File: src/rtl/ringbuf_rdxfer_if.sv
// Event readout bus: request/ack, ring-buffer read port, downstream sample stream.
// Latency: n/a (signal bundle only).
// Backpressure: DOUT_VLD/DOUT_RDY handshake on the sample stream; EVT_REQ is held until EVT_ACK.
interface ringbuf_rdxfer_if #(
    parameter int RB_AW = 12
);
    logic             EVT_REQ;
    logic [RB_AW-1:0] EVT_ADDR;
    logic             EVT_ACK;
    logic             RB_RDEN;
    logic [RB_AW-1:0] RB_RDADDR;
    logic [11:0]      RB_DOUT;
    logic [11:0]      DOUT;
    logic             DOUT_VLD;
    logic             DOUT_RDY;
    logic             DOUT_LAST;

    // Readout engine side
    modport master (
        input  EVT_REQ, EVT_ADDR, RB_DOUT, DOUT_RDY,
        output EVT_ACK, RB_RDEN, RB_RDADDR, DOUT, DOUT_VLD, DOUT_LAST
    );

    // Requester / ring-buffer memory / downstream consumer side
    modport slave (
        output EVT_REQ, EVT_ADDR, RB_DOUT, DOUT_RDY,
        input  EVT_ACK, RB_RDEN, RB_RDADDR, DOUT, DOUT_VLD, DOUT_LAST
    );
endinterface

File: src/rtl/ringbuf_rdxfer.sv
// Reads one event (NSAMP*16 words) out of the sample ring buffer starting at EVT_ADDR and streams it downstream.
// Latency: first RB_RDEN 1 cycle after EVT_ACK, first DOUT_VLD 2 cycles after that; then 1 word/cycle.
// Backpressure: DOUT_RDY low stalls reads via a 2-entry output buffer credit; reads also stall while RPTR == WPTR.
module ringbuf_rdxfer #(
    parameter int RB_AW = 12,
    parameter int NSAMP = 8
) (
    input  logic             CLK,
    input  logic             RST,
    input  logic             WREN,
    output logic             BUSY,
    output logic [RB_AW-1:0] WPTR,
    ringbuf_rdxfer_if.master bus
);
    localparam int EVLEN = NSAMP * 16;
    localparam int CW = $clog2(EVLEN);
    localparam logic [CW-1:0] LAST_IDX = CW'(EVLEN - 1);

    typedef enum logic [1:0] {
        IDLE  = 2'd0,
        READ  = 2'd1,
        DRAIN = 2'd2
    } state_t;

    state_t           state;
    logic [RB_AW-1:0] wptr;
    logic [RB_AW-1:0] rptr;
    logic [CW-1:0]    issue_cnt;
    logic             ack_q;

    // Read pipeline: rd_d1 marks the cycle RB_DOUT carries the word of the previous read
    logic             rd_d1;
    logic             rd_last_d1;

    // Output buffer: entry = {last, data}
    logic [12:0]      fifo_mem [2];
    logic             wr_idx;
    logic             rd_idx;
    logic [1:0]       fifo_cnt;
    logic [12:0]      head;

    logic             push;
    logic             pop;
    logic             fifo_vld;
    logic [2:0]       credit_use;
    logic             credit_ok;
    logic             issue;
    logic             issue_last;

    assign head     = fifo_mem[rd_idx];
    assign fifo_vld = (fifo_cnt != 2'd0);
    assign push     = rd_d1;
    assign pop      = fifo_vld && bus.DOUT_RDY && !RST;

    // Words that will occupy the buffer once everything already issued has landed.
    // A word leaving this cycle frees its slot in time for a read issued this cycle,
    // which lands two edges from now; that is what allows one word per cycle.
    assign credit_use = {1'b0, fifo_cnt} + {2'b00, rd_d1} - {2'b00, pop};
    assign credit_ok  = (credit_use < 3'd2);

    // The ACK cycle is skipped so the first read follows the acknowledge by one cycle.
    // Empty check uses the registered write pointer, so a same-cycle write does not count yet.
    assign issue      = (state == READ) && !ack_q && (rptr != wptr) && credit_ok && !RST;
    assign issue_last = issue && (issue_cnt == LAST_IDX);

    // Write pointer follows every write strobe regardless of readout state
    always_ff @(posedge CLK) begin
        if (RST) begin
            wptr <= '0;
        end else if (WREN) begin
            wptr <= wptr + 1'b1;
        end
    end

    // Readout FSM: accept request, issue EVLEN reads, wait for the tagged last word to leave
    always_ff @(posedge CLK) begin
        if (RST) begin
            state     <= IDLE;
            rptr      <= '0;
            issue_cnt <= '0;
            ack_q     <= 1'b0;
        end else begin
            ack_q <= 1'b0;
            case (state)
                IDLE: begin
                    if (bus.EVT_REQ) begin
                        state     <= READ;
                        ack_q     <= 1'b1;
                        rptr      <= bus.EVT_ADDR;
                        issue_cnt <= '0;
                    end
                end
                READ: begin
                    if (issue) begin
                        rptr      <= rptr + 1'b1;
                        issue_cnt <= issue_cnt + 1'b1;
                        if (issue_cnt == LAST_IDX) begin
                            state <= DRAIN;
                        end
                    end
                end
                DRAIN: begin
                    if (pop && head[12]) begin
                        state <= IDLE;
                    end
                end
                default: begin
                    state <= IDLE;
                end
            endcase
        end
    end

    // Track which cycle the ring buffer returns data for, plus its last-word tag;
    // reset drops any read still in flight
    always_ff @(posedge CLK) begin
        if (RST) begin
            rd_d1      <= 1'b0;
            rd_last_d1 <= 1'b0;
        end else begin
            rd_d1      <= issue;
            rd_last_d1 <= issue_last;
        end
    end

    // Two-entry output buffer; the credit check guarantees a push never meets a full buffer
    always_ff @(posedge CLK) begin
        if (RST) begin
            fifo_mem[0] <= '0;
            fifo_mem[1] <= '0;
            wr_idx      <= 1'b0;
            rd_idx      <= 1'b0;
            fifo_cnt    <= 2'd0;
        end else begin
            if (push) begin
                fifo_mem[wr_idx] <= {rd_last_d1, bus.RB_DOUT};
                wr_idx           <= ~wr_idx;
            end
            if (pop) begin
                rd_idx <= ~rd_idx;
            end
            fifo_cnt <= fifo_cnt + {1'b0, push} - {1'b0, pop};
        end
    end

    // Outputs are forced quiet while reset is held so nothing leaks before the clearing edge
    assign bus.EVT_ACK   = ack_q && !RST;
    assign bus.RB_RDEN   = issue;
    assign bus.RB_RDADDR = RST ? '0 : rptr;
    assign bus.DOUT      = RST ? 12'd0 : head[11:0];
    assign bus.DOUT_VLD  = fifo_vld && !RST;
    assign bus.DOUT_LAST = fifo_vld && head[12] && !RST;
    assign BUSY          = (state != IDLE) && !RST;
    assign WPTR          = RST ? '0 : wptr;

    // Buffer occupancy stays within its two entries
    a_fifo_bound : assert property (@(posedge CLK) disable iff (RST) fifo_cnt <= 2'd2);
    a_no_overflow : assert property (@(posedge CLK) disable iff (RST)
                                     !(push && !pop && fifo_cnt == 2'd2));
endmodule
File: src/flat_wrapper.sv
// flat-port wrapper written by rule: the top's interface ports become plain ports
module ringbuf_rdxfer_flat 
#(
    parameter int RB_AW = 12,
    parameter int NSAMP = 8
)
  (CLK, RST, WREN, BUSY, WPTR, bus_EVT_REQ, bus_EVT_ADDR, bus_RB_DOUT, bus_DOUT_RDY, bus_EVT_ACK, bus_RB_RDEN, bus_RB_RDADDR, bus_DOUT, bus_DOUT_VLD, bus_DOUT_LAST);
  ringbuf_rdxfer_if #(.RB_AW(RB_AW)) bus_i ();
  input  logic CLK;
  input  logic RST;
  input  logic WREN;
  output logic BUSY;
  output logic [RB_AW-1:0] WPTR;
  input wire logic [$bits(bus_i.EVT_REQ)-1:0] bus_EVT_REQ;
  input wire logic [$bits(bus_i.EVT_ADDR)-1:0] bus_EVT_ADDR;
  input wire logic [$bits(bus_i.RB_DOUT)-1:0] bus_RB_DOUT;
  input wire logic [$bits(bus_i.DOUT_RDY)-1:0] bus_DOUT_RDY;
  output wire logic [$bits(bus_i.EVT_ACK)-1:0] bus_EVT_ACK;
  output wire logic [$bits(bus_i.RB_RDEN)-1:0] bus_RB_RDEN;
  output wire logic [$bits(bus_i.RB_RDADDR)-1:0] bus_RB_RDADDR;
  output wire logic [$bits(bus_i.DOUT)-1:0] bus_DOUT;
  output wire logic [$bits(bus_i.DOUT_VLD)-1:0] bus_DOUT_VLD;
  output wire logic [$bits(bus_i.DOUT_LAST)-1:0] bus_DOUT_LAST;
  assign bus_i.EVT_REQ = bus_EVT_REQ;
  assign bus_i.EVT_ADDR = bus_EVT_ADDR;
  assign bus_i.RB_DOUT = bus_RB_DOUT;
  assign bus_i.DOUT_RDY = bus_DOUT_RDY;
  assign bus_EVT_ACK = bus_i.EVT_ACK;
  assign bus_RB_RDEN = bus_i.RB_RDEN;
  assign bus_RB_RDADDR = bus_i.RB_RDADDR;
  assign bus_DOUT = bus_i.DOUT;
  assign bus_DOUT_VLD = bus_i.DOUT_VLD;
  assign bus_DOUT_LAST = bus_i.DOUT_LAST;
  ringbuf_rdxfer #(.RB_AW(RB_AW), .NSAMP(NSAMP)) u_core (.CLK(CLK), .RST(RST), .WREN(WREN), .BUSY(BUSY), .WPTR(WPTR), .bus(bus_i));
endmodule
File: config.mk
export PLATFORM = sky130hd
export DESIGN_NAME = ringbuf_rdxfer_flat
export DESIGN_NICKNAME = d
export VERILOG_FILES = /design/src/rtl/ringbuf_rdxfer_if.sv /design/src/rtl/ringbuf_rdxfer.sv /design/src/flat_wrapper.sv
export SDC_FILE = /design/constraint.sdc
export NUM_CORES = 1
export LEC_CHECK = 0
export ABC_AREA = 0
export CAP_MARGIN = 40
export CORE_MARGIN = 2
export CORE_UTILIZATION = 60
export DETAILED_ROUTE_END_ITERATION = 16
export DONT_BUFFER_PORTS = 1
export PLACE_DENSITY = 0.75
export SYNTH_ARGS = -nofsm -noshare
export SYNTH_HDL_FRONTEND = slang
export SYNTH_SLANG_ARGS = --single-unit
File: constraint.sdc
create_clock -name CLK -period 3.6 [get_ports CLK]
set_clock_uncertainty 0.2 [all_clocks]
set_input_delay 0.18 -clock CLK [delete_from_list [all_inputs] [get_ports CLK]]
set_output_delay 0.18 -clock CLK [all_outputs]
set_load 0.01 [all_outputs]
* Yosys cells after proc, flatten, opt, wreduce, memory -nomap -nowiden
Memories as Yosys holds them, arrays and structs flattened. A register that Yosys moved wholly into a read port is not among the register bits.
Index checks and enable logic that the tools add are counted.
** Storage, ports and cells
- Bits in registers :: 40
- Bits in latches :: 0
- Bits in writable memories :: 26
- ROM bits :: 0
- Bits of input ports :: 29
- Output and inout bits :: 41
- Logic and storage cells :: 78
- Memories kept :: 1
** Memory list
- u_core.fifo_mem :: depth 2, width 13, read ports 1, clocked after memory_dff 1, wr ports 2, RTL line ringbuf_rdxfer.sv:36 : logic [12:0] fifo_mem [2];
** Cells by class
- $add $sub $neg :: 7
- Multipliers :: 0
- Div/mod/pow operators :: 0
- Magnitude comparators :: 1
- Equal/unequal tests :: 8
- Shifts and indexed selects :: 0
- Mux-type cells :: 25
- Bitwise operators :: 3
- Reductions and logical operators :: 23
** Operators by type and width (number)
- 12-bit 2-to-1 mux :: 5
- 12-bit by 1-bit adder with 12-bit output (second input constant) :: 2
- 12-bit case mux with 2 select lines :: 1
- 7-bit 2-to-1 mux :: 2
- 7-bit case mux with 2 select lines :: 1
- 1-bit logical AND :: 13
- 13-bit 2-to-1 mux :: 1
- 13-bit OR reduction :: 1
- 12-bit != test :: 1
- 1-bit 2-to-1 mux :: 10
- 2-bit 2-to-1 mux :: 4
- 7-bit by 1-bit adder with 7-bit output (second input constant) :: 1
- 7-bit equality test (second input constant) :: 1
- 2-bit case mux with 3 select lines :: 1
- 2-bit nonzero test :: 3
- 2-bit by 1-bit != test with 1-bit output (second input constant) :: 2
- 2-bit != test (second input constant) :: 2
- 4-bit AND reduction :: 1
- 2-bit by 1-bit adder with 3-bit output :: 1
- 3-bit by 2-bit less-than comparator with 1-bit output (second input constant) :: 1
- 1-bit inverter :: 3
- 3-bit AND reduction :: 1
- 3-bit by 1-bit subtractor with 3-bit output :: 1
- 2-bit by 1-bit adder with 2-bit output :: 1
- 6 further kinds :: 7

* Depth between registers and ports, before layout
- Word-level depth :: 9
- Mapped depth :: 12
- Depth with buffers taken out :: 12

* Least setup slack after synthesis
No wires, ideal clock.
- Path type :: input to register
- Start :: input RST
- End :: register u_core.rptr[10]
- Library setup time :: 0.121 ns
- Data arrival time :: 3.065 ns
- Required time :: 3.279 ns
- Path slack :: 0.214 ns
- Stages on the path :: 12
- Path buffers :: 1
- Cell sequence :: clkbuf_1 nor2_1 and2_1 ha_1 inv_1 ha_1 fa_1 or2_1 nor4_4 nor2_1 a21oi_2 mux2_2
** On the way
- Cells in the longest elaborated chain, start to end :: 8
** Ends and longest elaborated chain
- start: declaration :: RTL line flat_wrapper.sv:10 : input logic RST;
- 1-bit logical NOT :: RTL line ringbuf_rdxfer.sv:53 : assign pop = fifo_vld && bus.DOUT_RDY && !RST;
- 1-bit logical AND :: RTL line ringbuf_rdxfer.sv:53
- named net u_core.pop :: RTL line ringbuf_rdxfer.sv:43 : logic pop;
- 3-bit by 1-bit subtractor with 3-bit output :: RTL line ringbuf_rdxfer.sv:58 : assign credit_use = {1'b0, fifo_cnt} + {2'b00, rd_d1} - {2'b00, pop};
- named net u_core.credit_use[1] :: RTL line ringbuf_rdxfer.sv:45 : logic [2:0] credit_use;
- 3-bit by 2-bit less-than comparator with 1-bit output :: RTL line ringbuf_rdxfer.sv:59 : assign credit_ok = (credit_use < 3'd2);
- 1-bit logical AND (2 in series) :: RTL line ringbuf_rdxfer.sv:63 : assign issue = (state == READ) && !ack_q && (rptr != wptr) && credit_ok && !RST;
- 2-bit by 1-bit != test with 1-bit output (no source line)
- 3-bit AND reduction (no source line)
- end signal: assignment :: RTL line ringbuf_rdxfer.sv:89 : rptr <= bus.EVT_ADDR;
- end signal: assignment :: RTL line ringbuf_rdxfer.sv:95 : rptr <= rptr + 1'b1;
- end: declaration :: RTL line ringbuf_rdxfer.sv:27 : logic [RB_AW-1:0] rptr;
The timed path passes the listed nets, and every way through them passes these cells.
A chain may end at the register's enable or synchronous reset.

* Worst setup path in the final report
- Start :: register u_core.fifo_cnt[1]
- End :: output bus_RB_RDEN
** On the way
- Cells in the longest elaborated chain, start to end :: 7
- Elaborated cells between the ends (all ways) :: 8
- Those cells by class :: 2 x add/sub; 1 x order compare; 5 x reduce/logical
** Ends and longest elaborated chain
- start: declaration :: RTL line ringbuf_rdxfer.sv:39 : logic [1:0] fifo_cnt;
- start signal: assignment :: RTL line ringbuf_rdxfer.sv:142 : fifo_cnt <= fifo_cnt + {1'b0, push} - {1'b0, pop};
- 2-bit nonzero test :: RTL line ringbuf_rdxfer.sv:51 : assign fifo_vld = (fifo_cnt != 2'd0);
- 1-bit logical AND (2 in series) :: RTL line ringbuf_rdxfer.sv:53
- named net u_core.pop :: RTL line ringbuf_rdxfer.sv:43
- 3-bit by 1-bit subtractor with 3-bit output :: RTL line ringbuf_rdxfer.sv:58
- named net u_core.credit_use[1] :: RTL line ringbuf_rdxfer.sv:45
- 3-bit by 2-bit less-than comparator with 1-bit output :: RTL line ringbuf_rdxfer.sv:59
- 1-bit logical AND (2 in series) :: RTL line ringbuf_rdxfer.sv:63
- end: declaration :: RTL line flat_wrapper.sv:19 : output wire logic [$bits(bus_i.RB_RDEN)-1:0] bus_RB_RDEN;
The timed path passes the listed nets, and every way through them passes these cells.

==> results.json <==
{
  "worstRegToRegCells": 11,
  "place_ws_ns": 0.120,
  "maxSlewViolCount": 0,
  "postSynth.topFlopCell": "dfxtp_1",
  "timing.critical_path.to_type": "primary output",
  "detailed_place_hpwl_um": 5330,
  "grt_start_max_net_pins": 41,
  "final.hold.worst_slack_ns": 0.0296,
  "fp.coreArea_um2": 5850,
  "run_status": "completed",
  "number_of_synthesized_flops_with_an_enable_pin": 26,
  "antenna_diode_instance_count": 0,
  "timing.final.crit_period_ns": 3.44,
  "synth.yosys.seq_area_share_pct": 44.7,
  "synth.cells.most_frequent": "nor2_1, dfxtp_1, nand2_1, and2_1, edfxtp_1",
  "syn-cell-area_um2": 3580,
  "mappedNetlistNets": 423,
  "placement.io_buffers": 0,
  "final_layout_size_suffix_gt1_share_pct": 9.59,
  "clkTransAtPathRegs_ns": 0.08,
  "p_leak_nw": 1.63,
  "clk_path_buf_depth": 2,
  "setup.reg_to_reg.worst_slack_ns": 0.17,
  "gp_routability_congestion": 0.874,
  "postSynth.asyncResetShare_pct": 0,
  "max_clock_freq_mhz": 291,
  "tns_ns": 0,
  "cts_htree_levels": 3,
  "fraction_of_the_mapped_netlist_area_in_compound_gates_pct": 12.0,
  "cp_data_required_time_ns": 3.22,
  "synth_mux_area_share_pct": 4.82,
  "drt_iter0_markers": 175,
  "die_w_um": 81.3,
  "tritoncts": "built",
  "maximum_fanout_along_the_worst_path": 5,
  "worst_slew_pin_slew_ns": 0.554,
  "critPathArrivalTime_ns": 3.06,
  "drcViolationCount": 0,
  "final_wirelength_um": 8490,
  "root_buffer": "clkbuf_8",
  "cts.sink_count": 67,
  "timing.final.ws_setup_ns": 0.159,
  "initial_utilization_pct": 61.2,
  "ys_top_cells_by_area": "dfxtp_1, edfxtp_1, xor2_1",
  "post_drt_via_cell_ratio": 5.96,
  "max_slew_margin_pct": 63.1,
  "worstHoldPathCells": 4,
  "finalHoldViolations": 0,
  "yosys.cell_types.count": 47,
  "grt_antenna_before_repair": 0,
  "grt_pass1_wl_um": 13400,
  "die_area_um2": 6600,
  "chipHeight_um": 81.3,
  "max-cap-violations": 0,
  "final_nets": 447,
  "grt_setup_unrepaired": "false",
  "fp-row-count": 28,
  "irDropWorstVdd_v": 0.000273,
  "num_io_pins": 70,
  "post_drt_wl_per_cell_um": 17.3,
  "synth_fa_ha_area_share_pct": 2.31,
  "timing.rr.end": "u_core.issue_cnt[5]",
  "grtUsageTotal_pct": 26.9,
  "first_global_vias": 2740,
  "xor_and_xnor_area_share_after_synthesis_pct": 6.60,
  "drtPass1Iterations": 5,
  "synthCells": 388,
  "cts_buffers": 9,
  "setup_viol": 0,
  "startpoint_type": "register",
  "ratio_of_total_power_to_cell_area_nw_per_um2": 475,
  "grt_overflow": 0,
  "dr_total_vias": 2930,
  "flow.area_growth_from_synthesis_pct": 16.4,
  "avgSynthCellArea_um2": 9.23,
  "synth.largest_area_cell": "dfxtp_1",
  "synth_simple_gate_area_share_pct": 25.6,
  "min_delay_worst_endpoint": "u_core.state[1]",
  "synth_top_area_share_pct": 22.9,
  "setup.worst_path.class": "register to primary output",
  "r2r-start": "u_core.fifo_cnt[1]",
  "ys_seq_elements": 67,
  "worstHoldPathType": "input port to register",
  "hp-start": "RST",
  "report.power.total_mw": 1.98,
  "clock_insertion_delay_worst_skew_ns": 0.34,
  "final.period_utilization_pct": 95.6,
  "yosys.cell_count.top_type": "nor2_1",
  "dominant_combinational_cell_family_by_area_after_synthesis": "simple AND/OR/NAND/NOR gates",
  "ys_warn_count": 0,
  "ant_nets": 0
}
==> report_power, final <==
group	total, mW	internal, mW	switching [mW]
clock	0.695	0.393	0.302
sequential	0.897	0.845	0.0522
combinational	0.390	0.165	0.224
total	1.98	1.40	0.578
==> final cells by class <==
type / instances / area [um2]
multi-input combinational: 284 / 1850
fill: 451 / 1680
sequential: 67 / 1600
timing repair buffer: 36 / 350
clock buffer: 9 / 124
clock inverter: 7 / 100
tap: 75 / 93.8
inverter: 14 / 52.6
==> critical path, stage by stage (launching register included) <==
cell and delay (ns):
dfxtp_2 0.34, nor2_2 0.12, nor2_1 0.06, and2_4 0.16, ha_1 0.28, inv_1 0.04
ha_1 0.19, fa_1 0.46, or2_4 0.28, or4_4 0.52, nor2_1 0.27
==> kinds of logic after synthesis <==
family,count (synthesis)
flops,67
xor+xnor,27
compound gates,59
fa+ha+maj,6
buf+inv,37
mux,17
simple gates,175
==> through the flow <==
stage / cell area, um2 / utilization (%) / instances
2_1_floorplan: 3580 / - / 388
3_3_place_gp: 3630 / 62.1 / 446
3_5_place_dp: 3640 / 62.2 / 447
4_1_cts: 4150 / 71.0 / 491
5_1_grt: 4170 / 71.3 / 492
6_report: 4170 / 71.3 / 492
==> metal layers <==
metal	track usage [%]	vias up	wire length (um)
li1	-	1411	-
met1	35.2	1394	3590
met2	44.3	110	4210
met3	5.44	15	568
met4	9.32	0	125
met5	0	-	0
==> state kept, by name (all words and copies together) (netlist names), named ones only <==
| signal | cells |
|---|---|
| u_core.rd_last_d1 | 1 |
| u_core.fifo_cnt | 2 |
| u_core.fifo_mem | 26 |
| u_core.push | 1 |
| u_core.state | 2 |
| u_core.ack_q | 1 |
| u_core.wptr | 12 |
| u_core.rptr | 12 |
| u_core.issue_cnt | 7 |
| u_core.rd_idx | 1 |
| u_core.wr_idx | 1 |
==> cells in the final DEF, fill, tap and decap left out, drive strengths merged, types with 2 or more instances in the layout <==
cell | netlist | layout
or3 | 2 | 2
a31oi | 5 | 5
a311oi | 2 | 2
edfxtp | 26 | 26
o21ai | 12 | 12
nor2b | 21 | 21
a32o | 2 | 2
o32ai | 7 | 7
dlygate4sd3 | 0 | 27
or4 | 3 | 3
nand3 | 9 | 9
buf | 3 | 9
clkinvlp | 0 | 3
bufinv | 0 | 2
a21oi | 15 | 15
clkbuf | 20 | 9
mux2 | 2 | 2
and2 | 28 | 28
a221oi | 3 | 3
nand2 | 29 | 29
a221o | 2 | 2
nand4 | 7 | 7
nor4 | 7 | 7
nor2 | 48 | 48
nor3 | 6 | 6
xnor2 | 5 | 5
a21o | 2 | 2
inv | 14 | 15
and3 | 10 | 10
dfxtp | 41 | 41
ha | 5 | 5
or2 | 2 | 2
o31ai | 2 | 2
xor2 | 22 | 22
mux2i | 15 | 15
o211ai | 4 | 4
==> repair_timing <==
| item | in CTS | in global routing |
|---|---|---|
| hold endpoints to repair | 61 | 0 |
| endpoints found under the setup margin | 0 | 7 |
| gates resized for setup | 0 | 4 |
| setup buffers | 0 | 1 |
| hold buffers | 28 | 0 |
==> worst max-delay path by stage <==
stage,start,end,slack [ns],depth (start not counted)
2_1_floorplan,RST,u_core.rptr[10],0.21,12
3_5_place_dp,u_core.fifo_cnt[1],u_core.issue_cnt[4],0.12,11
3_3_place_gp,u_core.fifo_cnt[1],u_core.issue_cnt[4],0.26,11
6_report,u_core.fifo_cnt[1],bus_RB_RDEN,0.16,10
4_1_cts,u_core.fifo_cnt[1],bus_RB_RDEN,0.04,10
5_1_grt,u_core.fifo_cnt[1],u_core.issue_cnt[5],0.009,11
Power figures use the tool's default switching activity.
